`src/rtl/cache_perf_monitor_if.sv`:
```
// Processor-to-cache snoop bus and performance-counter results for
// cache_perf_monitor. The master side drives the handshake and reads the
// counters; the slave side is the monitor itself.
interface cache_perf_monitor_if #(
    parameter int unsigned CW = 51,
    parameter int unsigned LW = 16
);
    logic          start;
    logic          stop;
    logic          proc_read;
    logic          proc_write;
    logic          proc_stall;
    logic [29:0]   proc_addr;
    logic [31:0]   proc_wdata;
    logic [CW-1:0] hittime;
    logic [CW-1:0] totaltime;
    logic [CW-1:0] stallcycle;
    logic [CW-1:0] miss_cnt;
    logic [LW-1:0] max_miss_lat;
    logic          running;

    modport master (
        output start, stop, proc_read, proc_write, proc_stall, proc_addr, proc_wdata,
        input  hittime, totaltime, stallcycle, miss_cnt, max_miss_lat, running
    );

    modport slave (
        input  start, stop, proc_read, proc_write, proc_stall, proc_addr, proc_wdata,
        output hittime, totaltime, stallcycle, miss_cnt, max_miss_lat, running
    );
endinterface

```
`src/rtl/cache_perf_monitor.sv`:
```
// Cache performance monitor: snoops the processor/cache handshake between a
// start (arm) event and a stop event, accumulating hits, run cycles, stall
// cycles, misses and the worst single miss latency. All counters saturate.
// Optional macro PERF_SNOOP_START_EN: arm on a write of BEGIN_SYMBOL to
// TEST_PORT instead of the start pulse.
module cache_perf_monitor #(
    parameter int unsigned CW           = 51,
    parameter int unsigned LW           = 16,
    parameter logic [29:0] TEST_PORT    = 30'hFF,
    parameter logic [31:0] BEGIN_SYMBOL = 32'h00000932
) (
    input logic                 clk,
    input logic                 rst,
    cache_perf_monitor_if.slave bus
);
    localparam logic [1:0] IDLE   = 2'd0;
    localparam logic [1:0] RUN    = 2'd1;
    localparam logic [1:0] FROZEN = 2'd2;

    localparam logic A_IDLE  = 1'b0;
    localparam logic A_STALL = 1'b1;

    localparam logic [CW-1:0] CNT_MAX = '1;
    localparam logic [LW-1:0] LAT_MAX = '1;

    logic [1:0]    state;
    logic [1:0]    state_nxt;
    logic          a_state;
    logic [LW-1:0] lat;
    logic          arm;
    logic          req;

`ifdef PERF_SNOOP_START_EN
    logic unused_start;
    assign unused_start = bus.start;
    assign arm = bus.proc_write && (bus.proc_addr == TEST_PORT) &&
                 (bus.proc_wdata == BEGIN_SYMBOL) && !bus.proc_stall;
`else
    logic unused_snoop;
    assign unused_snoop = ^{bus.proc_addr, bus.proc_wdata};
    assign arm = bus.start;
`endif

    assign req = bus.proc_read | bus.proc_write;

    function automatic logic [CW-1:0] sat_inc(input logic [CW-1:0] v);
        return (v == CNT_MAX) ? v : v + 1'b1;
    endfunction

    // Run FSM next state: IDLE arms to RUN, RUN freezes on stop, FROZEN is terminal
    always_comb begin
        state_nxt = state;
        case (state)
            IDLE:    if (arm) state_nxt = RUN;
            RUN:     if (bus.stop) state_nxt = FROZEN;
            default: state_nxt = state;
        endcase
    end

    // Run FSM state and running flag; running tracks the registered state exactly
    always_ff @(posedge clk or negedge rst) begin
        if (!rst) begin
            state       <= IDLE;
            bus.running <= 1'b0;
        end else begin
            state       <= state_nxt;
            bus.running <= (state_nxt == RUN);
        end
    end

    // Cycle and stall-cycle accounting for every RUN cycle, stop cycle included
    always_ff @(posedge clk or negedge rst) begin
        if (!rst) begin
            bus.totaltime  <= '0;
            bus.stallcycle <= '0;
        end else if (state == RUN) begin
            bus.totaltime <= sat_inc(bus.totaltime);
            if (bus.proc_stall) bus.stallcycle <= sat_inc(bus.stallcycle);
        end
    end

    // Access FSM: classifies each request as hit or miss and times stall bursts.
    // A burst still open when RUN ends is dropped because the FSM is forced idle.
    always_ff @(posedge clk or negedge rst) begin
        if (!rst) begin
            a_state          <= A_IDLE;
            lat              <= '0;
            bus.hittime      <= '0;
            bus.miss_cnt     <= '0;
            bus.max_miss_lat <= '0;
        end else if (state != RUN) begin
            a_state <= A_IDLE;
            lat     <= '0;
        end else begin
            case (a_state)
                A_IDLE: begin
                    if (req) begin
                        if (!bus.proc_stall) begin
                            bus.hittime <= sat_inc(bus.hittime);
                        end else begin
                            bus.miss_cnt <= sat_inc(bus.miss_cnt);
                            lat          <= LW'(1);
                            a_state      <= A_STALL;
                        end
                    end
                end
                default: begin
                    if (bus.proc_stall) begin
                        if (lat != LAT_MAX) lat <= lat + 1'b1;
                    end else begin
                        if (lat > bus.max_miss_lat) bus.max_miss_lat <= lat;
                        a_state <= A_IDLE;
                    end
                end
            endcase
        end
    end
endmodule

```
`src/flat_wrapper.sv`:
```
// flat-port wrapper written by rule: the top's interface ports become plain ports
module cache_perf_monitor_flat 
#(
    parameter int unsigned CW           = 51,
    parameter int unsigned LW           = 16,
    parameter logic [29:0] TEST_PORT    = 30'hFF,
    parameter logic [31:0] BEGIN_SYMBOL = 32'h00000932
)
  (clk, rst, bus_start, bus_stop, bus_proc_read, bus_proc_write, bus_proc_stall, bus_proc_addr, bus_proc_wdata, bus_hittime, bus_totaltime, bus_stallcycle, bus_miss_cnt, bus_max_miss_lat, bus_running);
  cache_perf_monitor_if #(.CW(CW), .LW(LW)) bus_i ();
  input logic clk;
  input logic rst;
  input wire logic [$bits(bus_i.start)-1:0] bus_start;
  input wire logic [$bits(bus_i.stop)-1:0] bus_stop;
  input wire logic [$bits(bus_i.proc_read)-1:0] bus_proc_read;
  input wire logic [$bits(bus_i.proc_write)-1:0] bus_proc_write;
  input wire logic [$bits(bus_i.proc_stall)-1:0] bus_proc_stall;
  input wire logic [$bits(bus_i.proc_addr)-1:0] bus_proc_addr;
  input wire logic [$bits(bus_i.proc_wdata)-1:0] bus_proc_wdata;
  output wire logic [$bits(bus_i.hittime)-1:0] bus_hittime;
  output wire logic [$bits(bus_i.totaltime)-1:0] bus_totaltime;
  output wire logic [$bits(bus_i.stallcycle)-1:0] bus_stallcycle;
  output wire logic [$bits(bus_i.miss_cnt)-1:0] bus_miss_cnt;
  output wire logic [$bits(bus_i.max_miss_lat)-1:0] bus_max_miss_lat;
  output wire logic [$bits(bus_i.running)-1:0] bus_running;
  assign bus_i.start = bus_start;
  assign bus_i.stop = bus_stop;
  assign bus_i.proc_read = bus_proc_read;
  assign bus_i.proc_write = bus_proc_write;
  assign bus_i.proc_stall = bus_proc_stall;
  assign bus_i.proc_addr = bus_proc_addr;
  assign bus_i.proc_wdata = bus_proc_wdata;
  assign bus_hittime = bus_i.hittime;
  assign bus_totaltime = bus_i.totaltime;
  assign bus_stallcycle = bus_i.stallcycle;
  assign bus_miss_cnt = bus_i.miss_cnt;
  assign bus_max_miss_lat = bus_i.max_miss_lat;
  assign bus_running = bus_i.running;
  cache_perf_monitor #(.CW(CW), .LW(LW), .TEST_PORT(TEST_PORT), .BEGIN_SYMBOL(BEGIN_SYMBOL)) u_core (.clk(clk), .rst(rst), .bus(bus_i));
endmodule
```
`config.mk`:
```
export PLATFORM = sky130hd
export DESIGN_NAME = cache_perf_monitor_flat
export DESIGN_NICKNAME = d
export VERILOG_FILES = /design/src/rtl/cache_perf_monitor_if.sv /design/src/rtl/cache_perf_monitor.sv /design/src/flat_wrapper.sv
export SDC_FILE = /design/constraint.sdc
export NUM_CORES = 1
export LEC_CHECK = 0
export ABC_CLOCK_PERIOD_IN_PS = 2230
export CAP_MARGIN = 20
export CORE_MARGIN = 4
export CORE_UTILIZATION = 45
export CTS_CLUSTER_DIAMETER = 60
export DETAILED_ROUTE_END_ITERATION = 12
export PLACE_DENSITY = 0.87
export SYNTH_ARGS = -nofsm -noshare
export SYNTH_HDL_FRONTEND = slang
export SYNTH_SLANG_ARGS = --single-unit
```
`constraint.sdc`:
```
create_clock -name clk -period 2.23 [get_ports clk]
set_input_delay 0.5575 -clock clk [delete_from_list [all_inputs] [get_ports clk]]
set_output_delay 0.5575 -clock clk [all_outputs]
set_load 0.01 [all_outputs]
```
==> out/qor.yml, run 1 <==
drt:
  drt_first_pass_iters: 5
  vias: 11500
  ant_nets: 0
  wire_per_inst_um: 19.2
  viasPerCell: 5.80
  drt_iter0_drc: 1052
  routed_wirelength_um: 38000
  drc: 0
die:
  fp.dieW_um: 170
  design.core.area_um2: 26000
  row_count: 59
  fp.dieH_um: 170
  io_pins: 290
  die_area_um2: 29000
  start_util_pct: 45.6
cts:
  clk_pin_slew_worst_paths_ns: 0.06
  root_buffer: "clkbuf_16"
  cts_sinks: 240
  clk_latency_ns: 0.53
  htree_levels: 1
  cts_buffer_depth: 3
  cts_buffers: 27
  cts_tree: "done"
synth:
  avgSynthCellArea_um2: 10.4
  synth-main-ff-cell: "dfrtp_1"
  synth_cells: 1143
  yosysWarningCount: 0
  synth-seq-cells: 240
  seq_area_frac_synth_pct: 50.7
  async_flop_share_pct: 100
  synthesis.area_um2: 11900
  syn-num-nets: 1233
  synth-edff-count: 0
  synth_cell_type_count: 60
run:
  drv_cap: 0
worst_setup_path:
  slowest_delay_ns: 0.52
  r2r_start: "u_core.bus.stallcycle[18]"
  reg2reg_depth: 8
  end_kind: "flop"
  worstSetupPathType: "reg -> reg"
  cp-start-kind: "flop"
  r2r_end: "u_core.bus.stallcycle[11]"
  rrSetupSlack_ns: -0.06
  cpMaxStageDelayCell: "or4_4"
  cp.arrival_ns: 2.68
  crit_chain: "nand4_4, or3_4, or4_4, o21ai_4, buf_6, buf_4, nor4_1, xnor2_1"
  required_ns: 2.62
  critPathMaxFanout: 8
sta:
  fin_crit_sh_pct: 103
  setup_viol: 8
  final.min_clock_period_ns: 2.29
  slew_viol_final: 0
  worst_slew_pin_slew_ns: 0.501
  rsz0062_at_grt: "yes"
  finalWorstSetupSlack_ns: -0.0594
  setup-tns-final_ns: -0.261
  timing.fmax_mhz: 437
  clock_skew_ns: 0.0162
  finalHoldViolations: 0
  relSlewSlack_pct: 66.3
grt:
  antenna_found_initial: 2
  track_usage_pct: 24.0
  grt_pass1_wl_um: 57700
  grt_max_degree: 66
  overflow: 0
  grt_pass1_vias: 11400
layout:
  n_antenna_cell: 0
  nets: 1717
  final_core_util_pct: 68.0
  areaGrowthSynthToFinish_pct: 49.1
  drive_gt1_share_pct: 23.5
  final_cells: 1979
min_path:
  hp-start: "u_core.bus.miss_cnt[12]"
  holdPathStages: 1
  min_to: "u_core.bus.miss_cnt[12]"
  hold_path.class: "reg -> reg"
pwr:
  ir_drop_uv: 553
  power.density_nw_per_um2: 536
  leakage_nw: 8.22
  p_total_w: 0.00948
place:
  dp_cells: 1916
  dpl.hpwl_um: 25800
  place.gp.congestion: 0.931
  portBuffers: 227
status:
  violations: "setup timing"
  outcome: "complete, but fails checks"
==> synth_stat cells (3+ instances only) <==
library cell / n / area share (%)
mux2i_1: 3 / 0.25
mux2_2: 17 / 1.6
o21ai_0: 22 / 0.93
a41o_1: 3 / 0.25
clkbuf_1: 7 / 0.22
nand2_1: 83 / 2.6
a21oi_1: 17 / 0.72
inv_1: 34 / 1.1
xnor2_1: 91 / 6.7
and3_1: 34 / 1.8
and2_1: 6 / 0.32
nand2b_1: 7 / 0.37
dfrtp_1: 240 / 51
xor2_1: 102 / 7.5
and4_1: 24 / 1.8
or3_1: 16 / 0.84
nand3_1: 97 / 4.1
o31ai_1: 8 / 0.51
a31oi_1: 9 / 0.47
nand4_1: 62 / 3.3
nor4b_1: 4 / 0.30
or2_2: 5 / 0.26
nor2_1: 89 / 2.8
nor3b_1: 6 / 0.38
buf_2: 9 / 0.38
ha_1: 21 / 2.2
nor3_1: 50 / 2.1
or4_1: 3 / 0.19
nor4_1: 32 / 1.7
==> cells in the final DEF (no fill, tap or decap), types with 5 or more instances in the layout <==
cell type        synthesis  final
a21oi_1                 17     14
a31oi_1                  9      9
and2_1                   6      5
and3_1                  34     34
and4_1                  24     22
buf_4                    2    234
buf_6                    1      7
clkbuf_1                 7      6
clkbuf_16                0     27
clkbuf_8                 0      8
clkdlybuf4s50_1          0    222
dfrtp_1                240    234
dfrtp_2                  0      6
ha_1                    21     16
inv_1                   34     32
mux2_4                   0     15
nand2_1                 83     82
nand2b_1                 7      6
nand3_1                 97     94
nand4_1                 62     62
nor2_1                  89     84
nor2_2                   0      5
nor3_1                  50     40
nor3_2                   1      8
nor3b_1                  6      5
nor4_1                  32     22
nor4_2                   2      8
nor4_4                   2      6
o21ai_0                 22     20
o31ai_1                  8      8
or3_1                   16     13
xnor2_1                 91     91
xor2_1                 102    102
==> worst max-delay path by stage <==
stage	from	end	slack, ns
floorplan	bus_proc_write	u_core.bus.hittime[32]	0.004
global placement	bus_proc_read	u_core.bus.hittime[32]	-0.56
detailed placement	bus_proc_stall	u_core.bus.miss_cnt[49]	-0.63
CTS	u_core.bus.hittime[11]	bus_hittime[11]	0.002
global route	u_core.bus.hittime[37]	u_core.bus.hittime[21]	-0.07
finish	u_core.bus.stallcycle[18]	u_core.bus.stallcycle[11]	-0.06
==> power by group <==
group / switching, W / internal [W]
Sequential: 0.0000888 / 0.00444
Combinational: 0.000363 / 0.000340
Clock: 0.00176 / 0.00248
==> registers in the layout (all words and copies together), names as in the netlist <==
name / flops
u_core.bus.hittime: 51
u_core.bus.totaltime: 51
u_core.bus.miss_cnt: 51
u_core.lat: 16
u_core.state: 2
u_core.bus.stallcycle: 51
u_core.a_state: 1
u_core.bus.max_miss_lat: 16
u_core.bus.running: 1
==> logic make-up (layout without fill, tap and decap cells) <==
kind of cell	Yosys count	in the layout	synth area share, %
xor gates and xnor gates	193	193	14.3
adders and majority gates	21	21	2.22
buffers and inverters	53	553	1.90
AOI/OAI and AO/OA	78	79	4.42
and+or+nand+nor	537	537	24.6
DFF	240	240	50.7
muxes	21	21	1.96
==> final cells by class <==
| class | instances | area, um2 |
|---|---|---|
| Sequential cell | 240 | 6010 |
| Timing Repair Buffer | 473 | 4210 |
| Inverter | 34 | 128 |
| Clock buffer | 41 | 808 |
| Tap cell | 335 | 419 |
| Fill cell | 1756 | 8310 |
| Multi-Input combinational cell | 851 | 6060 |
| Clock inverter | 5 | 37.5 |
==> stage by stage <==
stage          cell area [um2]  hold slack [ns]  setup WS (ns)
2_1_floorplan            11900            0.262        0.00359
3_3_place_gp             16300            0.479         -0.556
3_5_place_dp             16300            0.485         -0.634
4_1_cts                  17300            0.496        0.00218
5_1_grt                  17700            0.512        -0.0746
6_report                 17700            0.496        -0.0594
==> routing by layer <==
metal / up-vias / share of wire, % / routed length [um] / global-route usage, %
met5: - / 0.034 / 13 / 0
met4: 2 / 3.0 / 1160 / 6.35
met3: 125 / 8.4 / 3210 / 4.92
met2: 639 / 49 / 18500 / 40.9
met1: 5644 / 40 / 15100 / 31.4
li1: 5076 / - / - / -
==> worst max-delay path: cells and delay by family (launching register included) <==
kind | cells | cell delay [ns]
AO/OA/AOI/OAI | 1 | 0.24
XOR/XNOR | 1 | 0.13
buffers and inverters | 2 | 0.29
flip-flops | 1 | 0.42
AND/OR/NAND/NOR | 4 | 1.07
==> repair_timing <==
action / CTS / global route
cloned: 0 / 2
pin swaps: 5 / 27
gates resized for setup: 20 / 73
endpoints found under the hold margin: 40 / 0
setup buffers: 2 / 13
hold buffers: 1 / 0
setup endpoints to repair: 41 / 148
Power figures use the tool's default switching activity.
==> inputs of run 2 (changes only) <==
Settings changed: CORE_ASPECT_RATIO set to 1.1.
==> run 2 against run 1 <==
Against the previous run: the run still ends with setup timing left; highest routed layer is now met4; worst hold slack got worse by 0.0028 ns; combinational power shrank 5.5%; first-iteration DRC count shrank 19%; critical path type unchanged.
==> out/qor.yml, run 2 (synthesis results as in run 1) <==
die:
  design.core.area_um2: 26100
  die_area_um2: 29000
  io_pins: 290
  fp.dieH_um: 178
  fp.dieW_um: 163
  start_util_pct: 45.5
  row_count: 62
worst_setup_path:
  startpoint: "u_core.bus.miss_cnt[45]"
  critPathMaxFanout: 8
  required_ns: 2.63
  worstSetupPathType: "reg -> reg"
  cp-start-kind: "flop"
  cp.arrival_ns: 2.72
  end_kind: "flop"
  r2r_start: "u_core.bus.miss_cnt[45]"
place:
  dpl.hpwl_um: 25900
  place.gp.congestion: 0.905
  dpl_worst_slack_ns: -0.701
  dp_cells: 1913
  portBuffers: 227
sta:
  worst_slew_pin_slew_ns: 0.544
  fin_crit_sh_pct: 104
  rsz0062_at_grt: "yes"
  finalHoldViolations: 0
  holdWs_ns: 0.493
  finalWorstSetupSlack_ns: -0.0865
  relSlewSlack_pct: 63.7
  timing.fmax_mhz: 432
  slew_viol_final: 0
  setup-tns-final_ns: -0.116
  clock_skew_ns: 0.00933
  setup_viol: 10
  final.min_clock_period_ns: 2.32
drt:
  routed_wirelength_um: 36600
  drt_first_pass_iters: 6
  ant_nets: 0
  drc: 0
  wire_per_inst_um: 18.4
  vias: 11100
  viasPerCell: 5.57
  drt_iter0_drc: 847
pwr:
  ir_drop_uv: 561
  leakage_nw: 8.22
  power.density_nw_per_um2: 568
min_path:
  hold_path.class: "reg -> reg"
  hp-start: "u_core.bus.hittime[46]"
layout:
  nets: 1703
  multiInputGateArea_um2: 6020
  areaGrowthSynthToFinish_pct: 49.6
  regArea_um2: 6010
  final_core_util_pct: 68.0
  final_cells: 1985
  drive_gt1_share_pct: 23.1
  final_common_cell: "dfrtp_1"
  mostFrequentLayoutCells: "dfrtp_1 (234), buf_4 (221), clkdlybuf4s50_1 (220)"
  fillers: 1792
cts:
  root_buffer: "clkbuf_16"
  clk_pin_slew_worst_paths_ns: 0.06
  cts_sinks: 240
  clk_latency_ns: 0.52
  htree_levels: 1
  cts_tree: "done"
  cts_buffer_depth: 3
  cts_buffers: 26
grt:
  grt_pass1_wl_um: 57300
  overflow: 0
  grt_max_degree: 61
  antenna_found_initial: 1
  grt_pass1_vias: 11200
  track_usage_pct: 23.9
run:
  drv_cap: 0
status:
  violations: "setup timing"
  outcome: "complete, but fails checks"
[run 2: power breakdown]
part	internal, W	leakage [nW]	total (W)	switching, W
sequential	0.00444	3.25	0.00456	0.000113
combinational	0.000330	4.49	0.000664	0.000334
clock	0.00305	0.486	0.00485	0.00180
total	0.00782	8.22	0.0101	0.00225
[run 2: layer usage]
| layer | track usage [%] | vias up | part of all wire, % |
|---|---|---|---|
| met4 | 8.00 | 0 | 2.9 |
| met2 | 41.9 | 477 | 51 |
| met5 | 0 | - | 0 |
| met1 | 29.2 | 5456 | 39 |
| li1 | - | 5038 | - |
| met3 | 5.34 | 95 | 7.0 |
[run 2: path summary, 6_finish.rpt]
check                                          end  cells past startpoint  slack (ns)
setup / recovery           u_core.bus.miss_cnt[24]                      7       -0.09
hold / removal              u_core.bus.hittime[46]                      1        0.49
setup reg to reg           u_core.bus.miss_cnt[24]                      7       -0.09
hold reg to reg             u_core.bus.hittime[46]                      1        0.49
max in group asynchronous  u_core.bus.totaltime[1]                      3        0.97
min in group asynchronous   u_core.bus.hittime[35]                      2        0.60
[run 2: repair_timing]
item / 4_1_cts / 5_1_grt
gates resized for setup: 20 / 58
hold buffers: 1 / 0
pin swaps: 3 / 15
endpoints found under the hold margin: 17 / 0
setup buffers: 6 / 17
endpoints found under the setup margin: 49 / 119
[run 2: metrics by stage]
| stage | area, um2 | power, W |
|---|---|---|
| finish | 17700 | 0.0101 |
| global route | 17700 | 0.0104 |
| CTS | 17300 | 0.0101 |
| floorplan | 11900 | 0.00481 |
| detailed placement | 16200 | 0.00528 |
| global placement | 16200 | 0.00524 |
[run 2: final cells by class]
class	instances	share of cell area, %
flip-flops and latches	240	33.9
inverters	34	0.720
well taps	352	2.48
diodes	1	0.0141
repair buffers	461	23.3
clock inverters	12	1.12
clock buffers	35	4.43
multi-input cells	850	34.0
[run 2: critical path, cell delays in order, from the launching register on]
cell and delay, ns:
dfrtp_1 0.44, nand4_1 0.26, or3_1 0.49, nor3_1 0.32, a21oi_1 0.15, buf_4 0.19, and4_1 0.21, xor2_1 0.14
